[config.mk]
export PLATFORM = sky130hd
export DESIGN_NAME = vec_mag_iter_flat
export DESIGN_NICKNAME = d
export VERILOG_FILES = /design/src/rtl/vec_mag_if.sv /design/src/rtl/vec_mag_iter.sv /design/src/flat_wrapper.sv
export SDC_FILE = /design/constraint.sdc
export NUM_CORES = 1
export LEC_CHECK = 0
export BUFFER_PORTS_ARGS = -buffer_cell sky130_fd_sc_hd__clkbuf_2
export CORE_ASPECT_RATIO = 0.7
export CORE_UTILIZATION = 25
export DETAILED_ROUTE_END_ITERATION = 10
export GPL_TIMING_DRIVEN = 1
export SYNTH_ARGS = -nofsm -noshare
export SYNTH_HDL_FRONTEND = slang
export SYNTH_SLANG_ARGS = --single-unit
[constraint.sdc]
create_clock -name clk -period 9.41 [get_ports clk]
set_input_delay 0.4705 -clock clk [delete_from_list [all_inputs] [get_ports clk]]
set_output_delay 0.4705 -clock clk [all_outputs]
set_load 0.03 [all_outputs]
[src/rtl/vec_mag_if.sv]
// Start/done request bus for the iterative vector-magnitude unit.
// The requester drives the operands; the engine returns status and results.
interface vec_mag_if #(
    parameter int unsigned W = 8
);
    logic         start;
    logic         mode;
    logic [W-1:0] x;
    logic [W-1:0] y;
    logic         busy;
    logic         done;
    logic [W:0]   result;
    logic [2*W:0] radicand;

    modport master (
        output start, mode, x, y,
        input  busy, done, result, radicand
    );

    modport slave (
        input  start, mode, x, y,
        output busy, done, result, radicand
    );
endinterface

[src/rtl/vec_mag_iter.sv]
// Multi-cycle floor(sqrt(x^2 +/- y^2)) engine.
// Squares are built by shift-add, then a restoring digit-by-digit root is taken.
module vec_mag_iter #(
    parameter int unsigned W = 8
) (
    input  logic     clk,
    input  logic     rst_n,
    vec_mag_if.slave bus
);
    localparam int unsigned SW  = 2 * W;
    localparam int unsigned RW  = 2 * W + 1;
    localparam int unsigned PW  = 2 * W + 2;
    localparam int unsigned RMW = W + 2;
    localparam int unsigned TW  = W + 4;
    localparam int unsigned CW  = $clog2(W + 1);

    typedef enum logic [2:0] {S_IDLE, S_SQX, S_SQY, S_COMB, S_ROOT, S_DONE} state_t;

    state_t          state_q, state_d;
    logic [CW-1:0]   cnt_q, cnt_d;
    logic            mode_q, mode_d;
    logic [W-1:0]    yq_q, yq_d;
    logic [W-1:0]    mpl_q, mpl_d;
    logic [SW-1:0]   mcd_q, mcd_d;
    logic [SW-1:0]   sx_q, sx_d;
    logic [SW-1:0]   sy_q, sy_d;
    logic [RW-1:0]   rad_q, rad_d;
    logic [PW-1:0]   sh_q, sh_d;
    logic [RMW-1:0]  rem_q, rem_d;
    logic [W:0]      root_q, root_d;
    logic            busy_q, busy_d;
    logic            done_q, done_d;
    logic [W:0]      result_q, result_d;
    logic [RW-1:0]   radicand_q, radicand_d;

    logic [TW-1:0]   rem_w, trial;
    logic [RMW-1:0]  rem_n;
    logic [W:0]      root_n;
    logic [RW-1:0]   comb_rad;

    // One restoring root step on the next radicand bit pair
    always_comb begin
        rem_w = {rem_q, sh_q[PW-1 -: 2]};
        trial = TW'({root_q, 2'b01});
        if (rem_w >= trial) begin
            rem_n  = RMW'(rem_w - trial);
            root_n = {root_q[W-1:0], 1'b1};
        end else begin
            rem_n  = RMW'(rem_w);
            root_n = {root_q[W-1:0], 1'b0};
        end
    end

    // Difference mode takes the magnitude so the radicand never underflows
    always_comb begin
        if (!mode_q)
            comb_rad = RW'(sx_q) + RW'(sy_q);
        else if (sx_q >= sy_q)
            comb_rad = RW'(sx_q - sy_q);
        else
            comb_rad = RW'(sy_q - sx_q);
    end

    always_comb begin
        state_d    = state_q;
        cnt_d      = cnt_q;
        mode_d     = mode_q;
        yq_d       = yq_q;
        mpl_d      = mpl_q;
        mcd_d      = mcd_q;
        sx_d       = sx_q;
        sy_d       = sy_q;
        rad_d      = rad_q;
        sh_d       = sh_q;
        rem_d      = rem_q;
        root_d     = root_q;
        result_d   = result_q;
        radicand_d = radicand_q;
        done_d     = 1'b0;

        case (state_q)
            S_IDLE: begin
                if (bus.start) begin
                    mode_d  = bus.mode;
                    yq_d    = bus.y;
                    mpl_d   = bus.x;
                    mcd_d   = SW'(bus.x);
                    sx_d    = '0;
                    sy_d    = '0;
                    rem_d   = '0;
                    root_d  = '0;
                    cnt_d   = '0;
                    state_d = S_SQX;
                end
            end
            S_SQX: begin
                if (mpl_q[0]) sx_d = sx_q + mcd_q;
                mpl_d = mpl_q >> 1;
                mcd_d = mcd_q << 1;
                if (cnt_q == CW'(W - 1)) begin
                    cnt_d   = '0;
                    mpl_d   = yq_q;
                    mcd_d   = SW'(yq_q);
                    state_d = S_SQY;
                end else begin
                    cnt_d = cnt_q + CW'(1);
                end
            end
            S_SQY: begin
                if (mpl_q[0]) sy_d = sy_q + mcd_q;
                mpl_d = mpl_q >> 1;
                mcd_d = mcd_q << 1;
                if (cnt_q == CW'(W - 1)) begin
                    cnt_d   = '0;
                    state_d = S_COMB;
                end else begin
                    cnt_d = cnt_q + CW'(1);
                end
            end
            S_COMB: begin
                rad_d   = comb_rad;
                sh_d    = PW'(comb_rad);
                rem_d   = '0;
                root_d  = '0;
                cnt_d   = '0;
                state_d = S_ROOT;
            end
            S_ROOT: begin
                rem_d  = rem_n;
                root_d = root_n;
                sh_d   = sh_q << 2;
                if (cnt_q == CW'(W)) begin
                    cnt_d      = '0;
                    result_d   = root_n;
                    radicand_d = rad_q;
                    done_d     = 1'b1;
                    state_d    = S_DONE;
                end else begin
                    cnt_d = cnt_q + CW'(1);
                end
            end
            S_DONE:  state_d = S_IDLE;
            default: state_d = S_IDLE;
        endcase

        busy_d = (state_d != S_IDLE);
    end

    always_ff @(posedge clk) begin
        if (!rst_n) begin
            state_q    <= S_IDLE;
            cnt_q      <= '0;
            mode_q     <= 1'b0;
            yq_q       <= '0;
            mpl_q      <= '0;
            mcd_q      <= '0;
            sx_q       <= '0;
            sy_q       <= '0;
            rad_q      <= '0;
            sh_q       <= '0;
            rem_q      <= '0;
            root_q     <= '0;
            busy_q     <= 1'b0;
            done_q     <= 1'b0;
            result_q   <= '0;
            radicand_q <= '0;
        end else begin
            state_q    <= state_d;
            cnt_q      <= cnt_d;
            mode_q     <= mode_d;
            yq_q       <= yq_d;
            mpl_q      <= mpl_d;
            mcd_q      <= mcd_d;
            sx_q       <= sx_d;
            sy_q       <= sy_d;
            rad_q      <= rad_d;
            sh_q       <= sh_d;
            rem_q      <= rem_d;
            root_q     <= root_d;
            busy_q     <= busy_d;
            done_q     <= done_d;
            result_q   <= result_d;
            radicand_q <= radicand_d;
        end
    end

    assign bus.busy     = busy_q;
    assign bus.done     = done_q;
    assign bus.result   = result_q;
    assign bus.radicand = radicand_q;
endmodule

[src/flat_wrapper.sv]
// flat-port wrapper written by rule: the top's interface ports become plain ports
module vec_mag_iter_flat 
#(
    parameter int unsigned W = 8
)
  (clk, rst_n, bus_start, bus_mode, bus_x, bus_y, bus_busy, bus_done, bus_result, bus_radicand);
  vec_mag_if #(.W(W)) bus_i ();
  input  logic clk;
  input  logic rst_n;
  input wire logic [$bits(bus_i.start)-1:0] bus_start;
  input wire logic [$bits(bus_i.mode)-1:0] bus_mode;
  input wire logic [$bits(bus_i.x)-1:0] bus_x;
  input wire logic [$bits(bus_i.y)-1:0] bus_y;
  output wire logic [$bits(bus_i.busy)-1:0] bus_busy;
  output wire logic [$bits(bus_i.done)-1:0] bus_done;
  output wire logic [$bits(bus_i.result)-1:0] bus_result;
  output wire logic [$bits(bus_i.radicand)-1:0] bus_radicand;
  assign bus_i.start = bus_start;
  assign bus_i.mode = bus_mode;
  assign bus_i.x = bus_x;
  assign bus_i.y = bus_y;
  assign bus_busy = bus_i.busy;
  assign bus_done = bus_i.done;
  assign bus_result = bus_i.result;
  assign bus_radicand = bus_i.radicand;
  vec_mag_iter #(.W(W)) u_core (.clk(clk), .rst_n(rst_n), .bus(bus_i));
endmodule
==> results_dict.tcl, run 1 <==
set metrics [dict create \
    final_util 0.289 \
    finalSetupTns_ns 0 \
    startpoint_type "register" \
    die_y_microns 169 \
    required_ns 9.75 \
    cts_buffer_depth 2 \
    clkSlewWorstSetupHoldPaths_ns 0.07 \
    syn_inst 1208 \
    end_kind "register" \
    cts_tree "yes" \
    max_cap_violations 0 \
    syn_avg_cell_area_sq_um 8.26 \
    power_density_nw_per_um2 136 \
    report.final.slew_viol_count 0 \
    numPortBuffers 47 \
    ys_seq_elements 154 \
    syn_area_sq_um 9980 \
    nets 1335 \
    crit_type "reg2reg" \
    grt_max_degree 72 \
    worst_pin_slew_ns 1.27 \
    fp-row-count 60 \
    via_per_inst 4.89 \
    setup_violations 0 \
    grt_usage 0.134 \
    post_cts_buffers 0 \
    dp_cells 1727 \
    cp_max_fo 7 \
    grt_pass1_vias 8029 \
    max_freq_ghz 0.275 \
    finClkSkew_ns 0.0124 \
    drt-total-wl_microns 26600 \
    synth-seq-area-share 0.309 \
    overflow 0 \
    hold-path-cell-count 3 \
    drive_above_1_share 0.0942 \
    ys_types 87 \
    start_util 0.257 \
    mostFrequentLayoutCell "dfxtp_1" \
    antenna_found_initial 0 \
    fillers 4189 \
    post_cts_resized 0 \
    clock_latency_ns 0.45 \
    cts_buffers 17 \
    ant_nets 0 \
    htreeDepth 4 \
    die_x_microns 241 \
    synth_ff_type "dfxtp_1" \
    hpwl_microns 20300 \
    avgRoutedWirePerCell_microns 15.1 \
    layout.cells.non_filler 1759 \
    drc_errors 0 \
    status "completed" \
    min-delay-path-class "in2reg" \
    clkSinkCount 154 \
    firstDrtPassIters 5 \
    place.gp.congestion 0.900 \
    finalCritPeriodShare 0.387 \
    dieArea_sq_um 40700 \
    rr_worst_depth 12 \
    grt_pass1_wl_microns 43300 \
    coreArea_sq_um 38900 \
    critPathArrivalTime_ns 3.98 \
    hold_buffers 0 \
    synth_edf_count 0 \
    p_leak_nw 4.67 \
    rsz0062_at_grt "no" \
    root_buffer "clkbuf_16" \
    ioPinCount 48 \
    synthArstFlopShare 0 \
    power_mw 1.53 \
    drt-initial-drc-count 710 \
    most-common-layout-cells "dfxtp_1 (154), nand2_1 (150), ha_1 (91), inv_1 (74), o21ai_0 (74)" \
    hold_violations 0 \
    vias 8598 \
    vdd_drop_max_mv 0.127 \
    yosysWarnings 0 \
    fin_crit_ns 3.64 \
    relSlewSlack 0.152 \
    area_growth_pct 12.7 \
    synthesis.nets 1324 \
    antenna_cells 0 \
]
## routing by layer
layer	vias up	track usage	wire (microns)
li1	4298	-	-
met3	15	0.0413	1740
met4	0	0.0281	169
met2	200	0.175	9950
met1	4085	0.208	14800
met5	-	0	0
## per-stage QoR
stage / cell area (sq um) / hold slack [ns] / setup WS, ns
after floorplan: 9980 / 0.423 / 6.21
after global placement: 10600 / 0.435 / 5.90
after detailed placement: 10600 / 0.434 / 5.83
after CTS: 11200 / 0.225 / 5.81
after global routing: 11200 / 0.255 / 5.48
final: 11200 / 0.243 / 5.77
## report_power, final
part | switching (mW) | leakage [nW] | internal [mW]
combinational | 0.0799 | 3.12 | 0.0485
sequential | 0.0123 | 1.25 | 0.663
clock | 0.306 | 0.306 | 0.423
total | 0.398 | 4.67 | 1.14
## synthesized netlist by cell type (4+ instances only)
master / instances / share of area
dfxtp_1: 154 / 0.31
nand2_1: 150 / 0.056
ha_1: 91 / 0.11
inv_1: 74 / 0.028
o21ai_0: 74 / 0.037
a21oi_1: 72 / 0.036
nor2_1: 58 / 0.022
clkbuf_1: 48 / 0.018
nor2b_1: 47 / 0.029
a21boi_0: 41 / 0.031
a22oi_1: 35 / 0.026
a21o_1: 32 / 0.024
nand3_1: 31 / 0.016
xnor2_1: 28 / 0.025
and2_1: 24 / 0.015
a22o_1: 19 / 0.017
mux2i_1: 19 / 0.019
nor3_1: 18 / 0.0090
xor2_1: 15 / 0.013
o21bai_1: 12 / 0.0090
a31oi_1: 11 / 0.0069
a221o_1: 8 / 0.0080
a211oi_1: 7 / 0.0053
buf_2: 6 / 0.0030
buf_6: 6 / 0.0068
fa_1: 5 / 0.010
nor3b_1: 5 / 0.0038
o211ai_1: 5 / 0.0038
or3_1: 5 / 0.0031
a211o_1: 4 / 0.0035
a221oi_1: 4 / 0.0035
and3_1: 4 / 0.0025
nand2b_1: 4 / 0.0025
nand3b_1: 4 / 0.0030
o21a_1: 4 / 0.0030
o31ai_1: 4 / 0.0030
## registers in the layout, summed over array words and instances (netlist names), 4 cells and up
| name | count |
|---|---|
| u_core.bus.radicand | 17 |
| u_core.bus.result | 9 |
| u_core.cnt_q | 4 |
| u_core.mcd_q | 16 |
| u_core.mpl_q | 8 |
| u_core.rad_q | 17 |
| u_core.rem_q | 10 |
| u_core.root_q | 9 |
| u_core.sh_q | 18 |
| u_core.sx_q | 16 |
| u_core.sy_q | 16 |
| u_core.yq_q | 8 |
## logic make-up after synthesis
group / count (synthesis) / synth area share
and+or+nand+nor: 375 / 0.185
xor gates and xnor gates: 43 / 0.0377
adders and majority gates: 96 / 0.124
buffers and inverters: 140 / 0.0606
muxes: 21 / 0.0217
AOI/OAI and AO/OA: 379 / 0.262
DFF: 154 / 0.309
## area by class of cell
cell class	count	area [sq um]	share of cell area
Inverter	75	282	0.0250
Clock inverter	15	189	0.0168
Tap cell	527	659	0.0586
Multi-Input combinational cell	914	6300	0.560
Sequential cell	154	3080	0.274
Timing Repair Buffer	57	313	0.0278
Clock buffer	17	425	0.0378
## final timing paths
path | startpoint | slack (ns) | end
setup / recovery | u_core.sy_q[1] | 5.77 | u_core.rad_q[14]
setup reg to reg | u_core.sy_q[1] | 5.77 | u_core.rad_q[14]
hold reg to reg | u_core.rad_q[16] | 0.45 | u_core.rad_q[16]
hold / removal | bus_y[0] | 0.24 | u_core.yq_q[0]
## worst max-delay path, cell delays in order, from the launching register on
cell and delay (ns):
dfxtp_1 0.52, inv_1 0.17, fa_1 0.50, a211oi_1 0.24, o21bai_1 0.14, or4_1 0.47
a221o_1 0.34, a31oi_1 0.21, mux2i_1 0.13, a221oi_1 0.30, o31ai_1 0.12, xnor2_1 0.16
a22o_1 0.23
(Power assumes the default switching activity.)
==> inputs of run 2 (changes only) <==
ABC_AREA = 1   (was default)
clock period = 3.72 ns   (was 9.41 ns; I/O delays follow)
==> run 2 against run 1 <==
- setup slack lost 4.9 ns
- synthesized cell count rose by 41%
- design area rose by 9.6%
- die area grew 11%
- largest cell class unchanged
- power is 140% higher
- sequential cell count unchanged
- critical endpoint is now u_core.sh_q[12]
- clock power up 130%
- core utilization shrank 0.67 points
- critical path type unchanged
- cell count increased by 32%
==> results_dict.tcl, run 2 <==
set metrics [dict create \
    status "completed" \
    coreArea_sq_um 43600 \
    critPathArrivalTime_ns 3.19 \
    syn_area_sq_um 11100 \
    rsz0062_at_grt "no" \
    end_kind "register" \
    drive_above_1_share 0.0841 \
    drc_errors 0 \
    via_per_inst 4.67 \
    clkSlewWorstSetupHoldPaths_ns 0.06 \
    clkSinkCount 154 \
    cp_max_fo 19 \
    clock_latency_ns 0.45 \
    layout.cells.non_filler 2329 \
    relSlewSlack 0.434 \
    fin_crit_ns 2.89 \
    avgRoutedWirePerCell_microns 15.0 \
    worst_pin_slew_ns 0.848 \
    fp-row-count 64 \
    root_buffer "clkbuf_16" \
    crit_type "reg2reg" \
    synthArstFlopShare 0 \
    start_util 0.253 \
    crit_path_frequent_cell "nand2_1" \
    dp_cells 2296 \
    die_x_microns 253 \
    ys_types 53 \
    pre_cts_slack_ns 0.958 \
    setup_violations 0 \
    most-common-layout-cells "nand2_1 (448), inv_1 (222), a21oi_1 (208), dfxtp_1 (154), nand3_1 (114)" \
    drt-total-wl_microns 34800 \
    startpoint_type "register" \
    final_util 0.283 \
    antenna_found_initial 0 \
    max_cap_violations 0 \
    hold_ws_ns 0.0230 \
    r2r_setup_slack_ns 0.83 \
    cts_tree "yes" \
    power_density_nw_per_um2 300 \
    place.gp.congestion 0.961 \
    grt_pass1_wl_microns 55300 \
    hpwl_microns 27100 \
    ys_seq_elements 154 \
    synth_ff_type "dfxtp_1" \
    min-delay-path-class "in2reg" \
    ant_nets 0 \
    yosysWarnings 0 \
    grt_usage 0.157 \
    synth_edf_count 0 \
    cpLargestDelayFamily "simple AND/OR/NAND/NOR gates" \
    r2r-start "u_core.sy_q[1]" \
    required_ns 4.02 \
    die_y_microns 178 \
    worstHoldEndpoint "u_core.yq_q[6]" \
    synth_most_common_cell "nand2_1" \
    synth_common_cells "nand2_1 (448), inv_1 (222), a21oi_1 (208), dfxtp_1 (154), nand3_1 (114)" \
    hold_violations 0 \
    largest_reg_flops 18 \
    syn_avg_cell_area_sq_um 6.51 \
    synth_area_leaders "dfxtp_1 (28%), nand2_1 (15%), ha_1 (10%)" \
    synth-seq-area-share 0.279 \
    placed_cell_area_sq_um 11800 \
    area_growth_pct 11.5 \
    cts_buffer_depth 2 \
    synth_area_leader_cell "dfxtp_1" \
    mostFrequentLayoutCell "nand2_1" \
    nets 1838 \
    dieArea_sq_um 45100 \
    grt_pass1_vias 10191 \
    numPortBuffers 47 \
    p_leak_nw 5.71 \
    finalSetupTns_ns 0 \
    top_register "u_core.sh_q" \
    cp.buffers_inverters 2 \
    critPathMaxStageDelay_ns 0.56 \
    drt-initial-drc-count 988 \
    hold-path-cell-count 3 \
    r2r-end "u_core.sh_q[12]" \
    hp-start "bus_y[6]" \
    grt_max_degree 62 \
    crit_slowest_cell "dfxtp_1" \
    finalCritPeriodShare 0.777 \
    worst_slack_ns 0.829 \
    max_freq_ghz 0.346 \
    crit_chain "inv_1, ha_1, nand2_1, nor2_1, nand3_1, nand3_2, nand2_2, nand2_8, inv_4, nand2_1, nand2_1, nand2_1, nand2_1, nand2_1, a21oi_1" \
    overflow 0 \
    vias 10868 \
    power_mw 3.70 \
    synth_top_area_share 0.279 \
    final_cell_area_sq_um 12300 \
    syn_inst 1699 \
    vdd_drop_max_mv 0.324 \
    report.final.slew_viol_count 0 \
    antenna_cells 0 \
    firstDrtPassIters 6 \
    finClkSkew_ns 0.0133 \
    synthesis.nets 1815 \
    ioPinCount 48 \
    rr_worst_depth 15 \
    htreeDepth 4 \
    fillers 4817 \
    cts_buffers 17 \
]
==> run 2: cell types whose count changed in the layout (fill, tap and decap cells not counted), sizes merged, moves of 47 or more <==
cell and delta:
a21oi +135, nand3 +83, nand2 +307, nor2b -47, nor2 +66, inv +165
==> run 2: metal layers <==
| metal | vias up | global-route usage | part of all wire |
|---|---|---|---|
| met3 | 28 | 0.0353 | 0.069 |
| li1 | 5559 | - | - |
| met4 | 0 | 0.0439 | 0.013 |
| met5 | - | 0 | 0 |
| met1 | 4971 | 0.236 | 0.53 |
| met2 | 310 | 0.218 | 0.39 |
==> run 2: worst min-delay path, cell delays in order <==
cell and delay, ns:
clkbuf_2 0.09, nand3_1 0.08, a21oi_1 0.06
==> run 2: cell type report <==
cell class	count	area [sq um]	share of cell area
clock buffer	21	450	0.0365
sequential	154	3080	0.250
multi-input combinational	1245	6710	0.544
inverter	245	923	0.0749
tap	594	743	0.0603
clock inverter	11	97.6	0.00791
timing repair buffer	59	328	0.0266
==> run 2: timing repair <==
action                                 in CTS  in global routing
hold buffers                                1                  0
gates resized for setup                     0                  0
endpoints found under the hold margin       1                  0
buffers inserted                            0                  0
==> run 2: power by group <==
group | total, mW | internal, mW | switching (mW)
clock | 1.67 | 0.934 | 0.732
sequential | 1.70 | 1.68 | 0.0266
combinational | 0.325 | 0.0949 | 0.231
==> run 2: worst max-delay path by stage <==
stage / start / to / cells after the start
finish: u_core.sy_q[1] / u_core.sh_q[12] / 15
global route: u_core.sy_q[1] / u_core.rad_q[15] / 15
CTS: u_core.sy_q[1] / u_core.sh_q[12] / 15
detailed placement: u_core.sy_q[1] / u_core.sh_q[12] / 15
global placement: u_core.sy_q[1] / u_core.sh_q[12] / 15
floorplan: u_core.sy_q[1] / u_core.rad_q[15] / 16
==> run 2: kinds of logic (layout without fill, tap and decap cells) <==
family / after synthesis / count (layout) / synth area share
AO/OA/AOI/OAI: 382 / 382 / 0.185
XOR/XNOR: 24 / 24 / 0.0190
flip-flops: 154 / 154 / 0.279
adder cells (fa/ha/maj): 96 / 96 / 0.112
buffers and inverters: 300 / 336 / 0.115
AND/OR/NAND/NOR: 743 / 743 / 0.290
==> inputs of run 3 (changes only) <==
clock period = 2.6 ns   (was 3.72 ns; I/O delays follow)
==> run 3 against run 2 <==
- power grew 46%
- cell count is 4.1% higher
- routed wire length up 7.6%
- combinational power is 53% higher
- register-to-register slack got worse by 0.74 ns
- hold slack improved by 0.0063 ns
- core utilization is 2.0 points higher
- global-route usage up 1.0 points
- sequential cell count did not move
- critical path depth fell by 2
- design area up 7.0%
- critical endpoint is now u_core.sh_q[11]
- highest routed layer unchanged
==> results_dict.tcl, run 3 (synthesized netlist as in run 2, its figures left out) <==
set metrics [dict create \
    start_util 0.253 \
    cp_max_fo 6 \
    clock_latency_ns 0.46 \
    max_freq_ghz 0.398 \
    drt-total-wl_microns 37500 \
    nets 1934 \
    multi_input_area_sq_um 6770 \
    finClkSkew_ns 0.0216 \
    worst_pin_slew_ns 0.796 \
    ioPinCount 48 \
    drt-initial-drc-count 1221 \
    fp-row-count 64 \
    antenna_found_initial 0 \
    die_y_microns 178 \
    ant_nets 0 \
    final_cell_area_sq_um 13200 \
    grt_pass1_wl_microns 58300 \
    mostFrequentLayoutCell "nand2_1" \
    critPathArrivalTime_ns 2.89 \
    numPortBuffers 47 \
    top_register "u_core.sh_q" \
    cp.buffers_inverters 1 \
    crit_path_frequent_cell "nand2_1" \
    vdd_drop_max_mv 0.247 \
    hold_violations 0 \
    root_buffer "clkbuf_16" \
    grt_usage 0.167 \
    area_growth_pct 19.3 \
    die_x_microns 253 \
    hold_ws_ns 0.0293 \
    crit_chain "buf_4, ha_1, nor2_1, nand2_1, nand2_1, nand3_1, nand2_1, nand3_1, nand3_1, nand3_1, nand2_1, nand2_1, a21oi_1" \
    p_leak_nw 6.22 \
    place.gp.congestion 0.977 \
    crit_slowest_cell "ha_1" \
    cpLargestDelayFamily "simple AND/OR/NAND/NOR gates" \
    dp_cells 2385 \
    post_cts_buffers 0 \
    layout.cells.non_filler 2425 \
    grt_max_degree 43 \
    hpwl_microns 30200 \
    critPathMaxStageDelay_ns 0.36 \
    avgRoutedWirePerCell_microns 15.5 \
    min-delay-path-class "in2reg" \
    setup_violations 0 \
    antenna_cells 0 \
    clkSlewWorstSetupHoldPaths_ns 0.06 \
    startpoint_type "register" \
    cts_tree "yes" \
    htreeDepth 4 \
    relSlewSlack 0.469 \
    cts_buffers 17 \
    overflow 0 \
    clkSinkCount 154 \
    cts_buffer_depth 2 \
    placed_cell_area_sq_um 12500 \
    regArea_sq_um 3090 \
    coreArea_sq_um 43600 \
    status "completed" \
    finalCritPeriodShare 0.968 \
    required_ns 2.98 \
    crit_type "reg2reg" \
    fin_crit_ns 2.52 \
    drc_errors 0 \
    firstDrtPassIters 6 \
    via_per_inst 4.69 \
    largest_reg_flops 18 \
    power_density_nw_per_um2 410 \
    end_kind "register" \
    most-common-layout-cells "nand2_1 (447), inv_1 (222), a21oi_1 (207), dfxtp_1 (152), nand3_1 (113)" \
    fillers 4815 \
    vias 11371 \
    max_cap_violations 0 \
    grt_pass1_vias 10489 \
    report.final.slew_viol_count 0 \
    dieArea_sq_um 45100 \
    drive_above_1_share 0.138 \
]
==> run 3: cell count changes in the layout (fill, tap and decap cells not counted), sizes merged <==
cell | before | now
buf | 11 | 100
dlygate4sd3 | 1 | 8
inv | 245 | 251
clkbuf | 68 | 65
clkinv | 6 | 4
clkinvlp | 4 | 3
==> run 3: final cells by class <==
type                       instances  share of cell area
clock buffer                      18              0.0325
clock inverter                    14              0.0104
inverter                         245              0.0704
multi-input combinational       1245               0.513
sequential                       154               0.234
tap                              594              0.0563
timing repair buffer             155              0.0836
==> run 3: power breakdown <==
group / switching, mW / internal, mW
registers: 0.0377 / 2.40
clock network: 1.13 / 1.34
logic: 0.337 / 0.160
total: 1.50 / 3.90
==> run 3: path summary, 6_finish.rpt <==
path	start	end	slack (ns)	cells past startpoint
setup reg to reg	u_core.sx_q[1]	u_core.sh_q[11]	0.08	13
setup / recovery	u_core.sx_q[1]	u_core.sh_q[11]	0.08	13
hold / removal	bus_start	u_core.yq_q[5]	0.03	3
hold reg to reg	u_core.yq_q[0]	u_core.yq_q[0]	0.45	2
==> run 3: worst reg2reg max path, cell delays in order, from the launching register on <==
cell	delay [ns]
dfxtp_1	0.31
buf_4	0.17
ha_1	0.36
nor2_1	0.16
nand2_1	0.06
nand2_1	0.09
nand3_1	0.07
nand2_1	0.32
nand3_1	0.18
nand3_1	0.11
nand3_1	0.20
nand2_1	0.19
nand2_1	0.10
a21oi_1	0.13
==> run 3: metrics by stage <==
stage | total power [mW] | setup TNS (ns) | worst slack (ns) | util
final | 5.41 | 0 | 0.0845 | 0.302
after global routing | 5.61 | -0.0141 | -0.00813 | 0.302
after CTS | 5.47 | 0 | 0.00988 | 0.301
after detailed placement | 2.97 | 0 | 0.0191 | 0.286
after global placement | 2.96 | -0.0166 | -0.0121 | 0.286
after floorplan | 2.81 | 0 | 0.470 | -
==> run 3: layer usage <==
| metal | routed length, microns | vias up | global-route usage |
|---|---|---|---|
| met3 | 2560 | 36 | 0.0271 |
| met4 | 514 | 0 | 0.0391 |
| met1 | 20100 | 5219 | 0.267 |
| li1 | - | 5773 | - |
| met2 | 14300 | 343 | 0.225 |
| met5 | 0 | - | 0 |
==> run 3: what timing repair did <==
action                                 in CTS  in global routing
hold buffers                                8                  0
gates resized for setup                     1                 19
setup endpoints to repair                   2                 33
endpoints found under the hold margin       7                  0
